File: config.mk
export PLATFORM = sky130hd
export DESIGN_NAME = mem_access_ctrl
export DESIGN_NICKNAME = d
export VERILOG_FILES = /design/src/rtl/mem_access_ctrl_pkg.sv /design/src/rtl/mem_access_ctrl.sv
export SDC_FILE = /design/constraint.sdc
export NUM_CORES = 1
export LEC_CHECK = 0
export ABC_AREA = 1
export CAP_MARGIN = 5
export CORE_MARGIN = 2
export CORE_UTILIZATION = 43
export CTS_CLUSTER_SIZE = 20
export DETAILED_ROUTE_END_ITERATION = 10
export PLACE_DENSITY = 0.85
export SLEW_MARGIN = 0
export SYNTH_ARGS = -nofsm -noshare
export SYNTH_HDL_FRONTEND = slang
export SYNTH_SLANG_ARGS = --single-unit
File: constraint.sdc
create_clock -name clk -period 3.4 [get_ports clk]
set_clock_uncertainty 0.05 [all_clocks]
set_input_delay 0.68 -clock clk [delete_from_list [all_inputs] [get_ports clk]]
set_output_delay 0.68 -clock clk [all_outputs]
set_load 0.01 [all_outputs]
File: src/rtl/mem_access_ctrl_pkg.sv
// Shared types and constants for the data memory initiator (mem_access_ctrl).
// Holds the FSM state encoding and the default highest legal word address.
package mem_access_ctrl_pkg;

    localparam int unsigned DATA_SIZE = 255;

    typedef enum logic [1:0] {
        MAC_IDLE   = 2'd0,
        MAC_ACCESS = 2'd1,
        MAC_RESP   = 2'd2
    } mac_state_e;

endpackage

File: src/rtl/mem_access_ctrl.sv
// Initiator side of the data memory port: one load/store in flight, in-order responses.
// Optional feature macro: MEM_BOUNDS_CHECK_EN (suppresses out-of-range accesses, flags resp_err).
module mem_access_ctrl
    import mem_access_ctrl_pkg::*;
#(
    parameter int          DATA_W   = 16,
    parameter int          ADDR_W   = 16,
    parameter int unsigned MEM_LAST = DATA_SIZE
) (
    input  logic              clk,
    input  logic              rst,
    input  logic              req_valid,
    output logic              req_ready,
    input  logic              req_write,
    input  logic [ADDR_W-1:0] req_addr,
    input  logic [DATA_W-1:0] req_wdata,
    output logic              resp_valid,
    input  logic              resp_ready,
    output logic [DATA_W-1:0] resp_rdata,
    output logic              resp_err,
    output logic [ADDR_W-1:0] mem_address,
    output logic [DATA_W-1:0] mem_write_data,
    output logic              mem_read,
    output logic              mem_write,
    input  logic [DATA_W-1:0] mem_read_data,
    output logic [1:0]        fsm_state
);

    // Handshake: a request transfers on the posedge where req_valid && req_ready;
    // a response transfers on the posedge where resp_valid && resp_ready.

    mac_state_e        state_q;
    mac_state_e        next_state;
    logic [ADDR_W-1:0] addr_q;
    logic [DATA_W-1:0] wdata_q;
    logic              write_q;
    logic [DATA_W-1:0] rdata_q;
    logic              err_q;
    logic              oob;
    logic              accept;

`ifdef MEM_BOUNDS_CHECK_EN
    assign oob = (32'(addr_q) > MEM_LAST);
`else
    logic unused_mem_last;
    assign unused_mem_last = ^MEM_LAST;
    assign oob = 1'b0;
`endif

    assign accept         = req_valid && req_ready;
    assign mem_address    = addr_q;
    assign mem_write_data = wdata_q;
    assign resp_rdata     = rdata_q;
    assign resp_err       = err_q;
    assign fsm_state      = state_q;

    always_ff @(posedge clk or posedge rst) begin
        if (rst) begin
            state_q <= MAC_IDLE;
        end else begin
            state_q <= next_state;
        end
    end

    always_comb begin
        next_state = state_q;
        case (state_q)
            MAC_IDLE:   if (accept) next_state = MAC_ACCESS;
            MAC_ACCESS: next_state = MAC_RESP;
            MAC_RESP: begin
                if (resp_ready) begin
                    next_state = accept ? MAC_ACCESS : MAC_IDLE;
                end
            end
            default:    next_state = MAC_IDLE;
        endcase
    end

    // Strobes are decoded from the state register so reset drops them immediately.
    always_comb begin
        req_ready  = 1'b0;
        resp_valid = 1'b0;
        mem_read   = 1'b0;
        mem_write  = 1'b0;
        case (state_q)
            MAC_IDLE:   req_ready = 1'b1;
            MAC_ACCESS: begin
                mem_write = write_q && !oob;
                mem_read  = !write_q && !oob;
            end
            MAC_RESP: begin
                resp_valid = 1'b1;
                req_ready  = resp_ready;
            end
            default: ;
        endcase
    end

    always_ff @(posedge clk or posedge rst) begin
        if (rst) begin
            addr_q  <= '0;
            wdata_q <= '0;
            write_q <= 1'b0;
            rdata_q <= '0;
            err_q   <= 1'b0;
        end else begin
            if (accept) begin
                addr_q  <= req_addr;
                wdata_q <= req_wdata;
                write_q <= req_write;
            end
            if (state_q == MAC_ACCESS) begin
                rdata_q <= (write_q || oob) ? '0 : mem_read_data;
                err_q   <= oob;
            end else if (state_q == MAC_RESP && resp_ready) begin
                err_q   <= 1'b0;
            end
        end
    end

endmodule

=== Word-level counts from Yosys, hierarchy flattened ===
Cells that the tools add are included.

* Mux-type cells: 11
* Reductions and logical operators: 6
* Equal/unequal tests: 4

{| class="wikitable"
|+ Operator list
! kind !! number
|-
| 16-bit two-way mux || 1
|-
| 1-bit two-way mux || 6
|-
| 2-bit case mux with 3 select lines || 1
|-
| 2-bit two-way mux || 2
|-
| 2-bit inequality test (second input constant) || 2
|-
| 2-bit by 1-bit equality test with 1-bit output (second input constant) || 1
|-
| 2-bit equality test (second input constant) || 1
|-
| 1-bit logical AND || 2
|-
| 2-bit zero test || 1
|-
| 1-bit case mux with 2 select lines || 1
|-
| 2-bit AND reduction || 1
|-
| 2-bit nonzero test || 1
|-
| 1-bit zero test || 1
|}

* Input bits: 53
* Flip-flop bits (word level): 52
* Word-level logic and storage cells: 27
* Output and inout bits: 55

=== Depth between registers and ports, before layout ===
Gate-level depths: netlist (run 1).

* Depth in word-level cells: 6
* Gate-level depth with buffers: 6
* Gate-level depth less buffers: 5

=== Worst setup path after synthesis (run 1) ===
No wires, ideal clock.

* Path kind: reg2out
* Start: reg state_q[1], in the netlist fsm_state[1]
* End: out mem_write
* Buffers on the path: 1
* Path slack: 1,669 ps
* Data required time: 2,670 ps
* Data arrival time: 1,001 ps
* Cell stages (with the launch flop): 5
* Cell sequence: dfrtp_1 -> inv_1 -> nand2_4 -> buf_2 -> nor2_1

* Longest elaborated chain between the ends: 2

{| class="wikitable"
|+ RTL lines
! element !! line !! text
|-
| from (decl) || mem_access_ctrl.sv:32 || <nowiki>mac_state_e state_q;</nowiki>
|-
| from (signal assigned) || mem_access_ctrl.sv:61 || <nowiki>state_q <= next_state;</nowiki>
|-
| 2-bit by 1-bit equality test with 1-bit output || mem_access_ctrl.sv:85 || <nowiki>case (state_q)</nowiki>
|-
| 1-bit two-way mux || mem_access_ctrl.sv:85 ||
|-
| to (decl) || mem_access_ctrl.sv:24 || <nowiki>output logic mem_write,</nowiki>
|}

No other way between the ends.

=== Final worst setup path (run 1) ===
* Start: reg state_q[1], in the netlist fsm_state[1]
* End: out mem_read

* Longest elaborated chain between the ends: 2

{| class="wikitable"
|+ RTL lines
! element !! line !! text
|-
| 2-bit by 1-bit equality test with 1-bit output || mem_access_ctrl.sv:85 ||
|-
| 1-bit two-way mux || mem_access_ctrl.sv:85 ||
|-
| to (decl) || mem_access_ctrl.sv:23 || <nowiki>output logic mem_read,</nowiki>
|}

No other way between the ends.

==> results of run 1 <==
[metal layers]
layer	vias up	wire [µm]	share of wire, %
met3	13	478	8.7
met1	898	2180	40
li1	935	-	-
met2	78	2690	49
met5	-	0	0
met4	0	131	2.4
[synth_stat cells]
library cell and n:
buf_1 2, a21oi_1 1, nand4_1 33, nor2_8 1
inv_2 1, buf_4 1, inv_1 5, conb_1 1
buf_12 1, nand2_2 19, dfrtp_1 51, nor2_1 2
o21ai_0 1, buf_6 3, nand3_4 1, buf_2 9
nand2_4 1, nand2_1 96
[state kept, by name (all words and copies together), names as in the netlist]
name,count
write_q,1
fsm_state,2
mem_write_data,16
mem_address,16
resp_rdata,16
[stage by stage]
step | std cells | cell area [µm²]
after global placement | 389 | 3220
after detailed placement | 389 | 3220
after CTS | 397 | 3340
after floorplan | 229 | 2170
after global routing | 397 | 3340
final | 397 | 3340
[layout by cell type (no fill, tap or decap)]
| cell | netlist | layout |
|---|---|---|
| clkdlybuf4s50_1 | 0 | 106 |
| nand2_1 | 96 | 96 |
| dfrtp_1 | 51 | 51 |
| nand4_1 | 33 | 33 |
| nand2_2 | 19 | 19 |
| clkbuf_8 | 0 | 6 |
| inv_1 | 5 | 4 |
| buf_4 | 1 | 3 |
| inv_2 | 1 | 2 |
| nor2_1 | 2 | 2 |
| nand2_4 | 1 | 1 |
| nor2_8 | 1 | 1 |
| nand3_4 | 1 | 1 |
| a21oi_1 | 1 | 1 |
| o21ai_0 | 1 | 1 |
| conb_1 | 1 | 1 |
| clkinv_2 | 0 | 1 |
| bufinv_16 | 0 | 1 |
[critical path: stages, from the launching register on]
cell and delay (ps):
dfrtp_1 430, inv_1 130, nand2_4 160, nor2_8 300, clkdlybuf4s50_1 600
[logic make-up after synthesis]
logic type | count (synthesis) | share of synthesized area [%]
and+or+nand+nor | 153 | 34.2
DFF | 51 | 58.9
buffers and inverters | 22 | 6.29
AOI/OAI and AO/OA | 2 | 0.461
other | 1 | 0.173
[power by group]
part / total (µW) / internal (µW) / leakage, µW / switching, µW
logic: 801 / 440 / 0.000898 / 361
registers: 881 / 776 / 0.000637 / 105
clock network: 430 / 238 / 0.0000612 / 192
[path summary, 6_finish.rpt]
| path | from | endpoint | slack [ps] | depth (start not counted) |
|---|---|---|---|---|
| worst max-delay path | fsm_state[1]$_DFFE_PP0P_ | mem_read | 730 | 4 |
| worst min-delay path | mem_write_data[15]$_DFFE_PP0P_ | mem_write_data[15]$_DFFE_PP0P_ | 420 | 2 |
| worst max register to register | fsm_state[0]$_DFFE_PP0P_ | mem_write_data[4]$_DFFE_PP0P_ | 1560 | 4 |
| worst min register to register | mem_write_data[15]$_DFFE_PP0P_ | mem_write_data[15]$_DFFE_PP0P_ | 420 | 2 |
| max in group asynchronous | rst | mem_address[6]$_DFFE_PP0P_ | 1930 | 3 |
| min in group asynchronous | rst | resp_rdata[10]$_DFFE_PP0N_ | 610 | 2 |
[cell type report]
type,instances,area [µm²],area share (%)
flip-flops and latches,51,1280,38.2
repair buffers,109,1080,32.4
multi-input cells,156,756,22.6
well taps,67,83.8,2.51
clock buffers,6,82.6,2.47
clock inverters,2,35.0,1.05
inverters,6,22.5,0.674
==> out/results.ini, run 1 <==
[critical_path]
arrival_ps = 1940
worstPathMaxFanout = 19
required_ps = 2670
critPathLaunchType = flip-flop
path_class = flip-flop to output pin
cp-end-kind = output pin

[clock_tree]
cts_resized = 0
numCtsBuffers = 5
cts_buffer_depth = 2
cts_sinks = 51
hold_buffers = 0
path_clk_slew_ps = 90
root_buffer = clkbuf_8
htreeDepth = 2
cts_setup_buffers = 0
clock_latency_ps = 300
cts_tree = yes

[timing]
rsz0062_at_grt = no
tns_ps = 0
timing.fmax_mhz = 375
finalMaxSlewViolations = 0
fin_hold_ws_ps = 425
slew_headroom_pct = 59.6
hold_violations = 0
period_share_pct = 78.4
fin_ws_ps = 734
setup_viol = 0
layout_min_cycle_time_ps = 2670
worst_pin_slew_ps = 606

[cells_and_area]
nNetsFinal = 382
fin_util_pct = 69.8
syn_to_final_growth_pct = 54.0
fillers = 381
drive_above_1_share_pct = 10.6
diodes = 0

[run_status]
status = finished clean

[min_path]
min_path_type = flip-flop to flip-flop

[detailed_routing]
wl_per_cell_um = 13.8
drt_pass1_iterations = 6
drt_iter0_markers = 62
viasPerCell = 4.85
route.detailed.drc = 0
wl_um = 5480
antenna_left = 0
vias = 1924

[place]
gp_congestion = 0.773
dp_hpwl_um = 3770
port-buffer-count = 106
place_ws_ps = 828

[synth]
synth_top_area_share_pct = 58.9
synth_nets = 282
synthCells = 229
synth_area_um2 = 2170
synthTopCellsByArea = dfrtp_1 59%, nand2_1 17%, nand4_1 9.5%, nand2_2 5.5%, buf_2 2.1%
yosys.area.top_type = dfrtp_1
avgSynthCellArea_um2 = 9.47
ys_ff_latch = 51
yosysSeqAreaShare_pct = 58.9
yosysWarnings = 0
synth.distinct_cells = 18

[global_route]
met1_usage_pct = 24.5
use_met2_pct = 35.3
grt_overflow_total = 0
grt_pass1_wl_um = 8830
grt_busiest_layer = met2
antenna_found_initial = 0
gr-usage-all-layers_pct = 20.7
grt_start_max_net_pins = 35
grt_pass1_vias = 1928
met3_usage_pct = 6.56

[run]
drv_cap = 0

[pwr]
vdd_drop_max_mv = 0.332
totalPowerFinal_uw = 2110
p_leak_uw = 0.00160
power_density_nw_per_um2 = 633

[die]
die-area_um2 = 5630
die_width_um = 75.0
die-height_um = 75.0
coreArea_um2 = 4790
initial_utilization_pct = 45.3
io_pins = 108
std_cell_rows = 25

(Power assumes the default switching activity.)
==> run 2: changes to the inputs <==
Settings changed: CORE_UTILIZATION 43 to 40, PLACE_DENSITY 0.85 to 0.8.
Clock period 3.4 ns to 2.8 ns, I/O delays scaled along.
==> out/results.ini, run 2 (synthesized netlist as in run 1, its figures left out) <==
[cells_and_area]
drive_above_1_share_pct = 11.1
syn_to_final_growth_pct = 54.9
final_cell_mix = 106 x clkdlybuf4s50_1, 96 x nand2_1, 51 x dfrtp_1, 33 x nand4_1, 19 x nand2_2
diodes = 0
nNetsFinal = 384
final_common_cell = clkdlybuf4s50_1

[pwr]
pwr-share-comb_pct = 38.2
seqPwrFrac_pct = 41.5
power_density_nw_per_um2 = 763
p_sw_share_pct = 31.0
p_sw_uw = 796
p_leak_uw = 0.00161
totalPowerFinal_uw = 2560
p_clk_share_pct = 20.2
vdd_drop_max_mv = 0.298
internal_power_uw = 1770

[critical_path]
path_class = flip-flop to output pin
critPathLaunchType = flip-flop
crit_chain = inv_1, nand2_4, nor2_8, clkdlybuf4s50_1
required_ps = 2190
arrival_ps = 1940
worstPathMaxFanout = 19
critPathTopFamily = buffers and inverters
cp-end-kind = output pin
critPathBufInv = 2
critPathSlowestCell = clkdlybuf4s50_1
slowest_delay_ps = 600

[detailed_routing]
wl_per_cell_um = 13.9
drt_iter0_markers = 127
antenna_left = 0
wl_um = 5610
viasPerCell = 4.84
route.detailed.drc = 0
vias = 1947
drt_pass1_iterations = 4

[timing]
hold_violations = 0
period_share_pct = 90.9
finalMaxSlewViolations = 0
setup_viol = 0
slew_headroom_pct = 57.4
worst_pin_slew_ps = 638
rsz0062_at_grt = no
fin_hold_ws_ps = 425
timing.fmax_mhz = 393
tns_ps = 0
layout_min_cycle_time_ps = 2550

[global_route]
grt_pass1_wl_um = 9350
grt_pass1_vias = 1920
gr-usage-all-layers_pct = 19.5
antenna_found_initial = 0
grt_overflow_total = 0
grt_start_max_net_pins = 35

[place]
dp_hpwl_um = 4000
port-buffer-count = 106
gp_congestion = 0.765

[die]
io_pins = 108
die-area_um2 = 6030
initial_utilization_pct = 41.9
die_width_um = 77.6
std_cell_rows = 26
die-height_um = 77.6
coreArea_um2 = 5170

[clock_tree]
cts_setup_buffers = 0
cts_tree = yes
cts_resized = 0
numCtsBuffers = 5
root_buffer = clkbuf_8
cts_sinks = 51
htreeDepth = 2
path_clk_slew_ps = 90
hold_buffers = 0
cts_buffer_depth = 2
clock_latency_ps = 300

[min_path]
min_path_type = flip-flop to flip-flop

[run_status]
status = finished clean

[run]
drv_cap = 0

==> run 2: cell count changes in the layout (fill, tap and decap cells not counted) <==
cell | previous run | this run
buf_4 | 3 | 5
==> run 2: power by group through the flow <==
stage	Sequential, µW	Combinational, µW	Clock, µW
floorplan	1170	327	0
global placement	1070	971	0
detailed placement	1080	990	0
CTS	1070	992	537
global route	1090	1070	557
finish	1060	980	519
==> run 2: tightest hold or removal path: stages, from the launching register on <==
cell and delay [ps]:
dfrtp_1 350, nand2_1 50, nand2_1 50
==> run 2: area by class of cell <==
cell class                      count  area [µm²]
Fill cell                         423        1810
Clock buffer                        6        82.6
Timing Repair Buffer              111        1100
Sequential cell                    51        1280
Clock inverter                      2        35.0
Multi-Input combinational cell    156         756
Tap cell                           70        87.6
Inverter                            6        22.5
==> run 2: metal layers <==
| metal | track usage, % | wire [µm] | up-vias |
|---|---|---|---|
| met5 | 0 | 0 | - |
| met4 | 5.89 | 70 | 0 |
| met3 | 4.65 | 505 | 8 |
| met2 | 30.3 | 2540 | 88 |
| met1 | 27.1 | 2490 | 909 |
| li1 | - | - | 942 |
==> run 2: final timing paths <==
| kind | from | endpoint | slack, ps | cells past startpoint |
|---|---|---|---|---|
| max in group asynchronous | rst | resp_rdata[13]$_DFFE_PP0N_ | 1480 | 3 |
| worst max-delay path | fsm_state[1]$_DFFE_PP0P_ | mem_read | 250 | 4 |
| worst max register to register | fsm_state[0]$_DFFE_PP0P_ | mem_write_data[3]$_DFFE_PP0P_ | 930 | 4 |
| worst min register to register | mem_address[3]$_DFFE_PP0P_ | mem_address[3]$_DFFE_PP0P_ | 430 | 2 |
| worst min-delay path | mem_address[3]$_DFFE_PP0P_ | mem_address[3]$_DFFE_PP0P_ | 430 | 2 |
| min in group asynchronous | rst | resp_rdata[7]$_DFFE_PP0N_ | 600 | 2 |
==> run 2: through the flow <==
step,worst slack (ps),instance area [µm²],util (%),instances
after global placement,453,3240,62.7,394
after CTS,239,3360,64.9,402
final,254,3360,64.9,402
after floorplan,960,2170,-,229
after detailed placement,435,3240,62.7,394
after global routing,119,3360,64.9,402
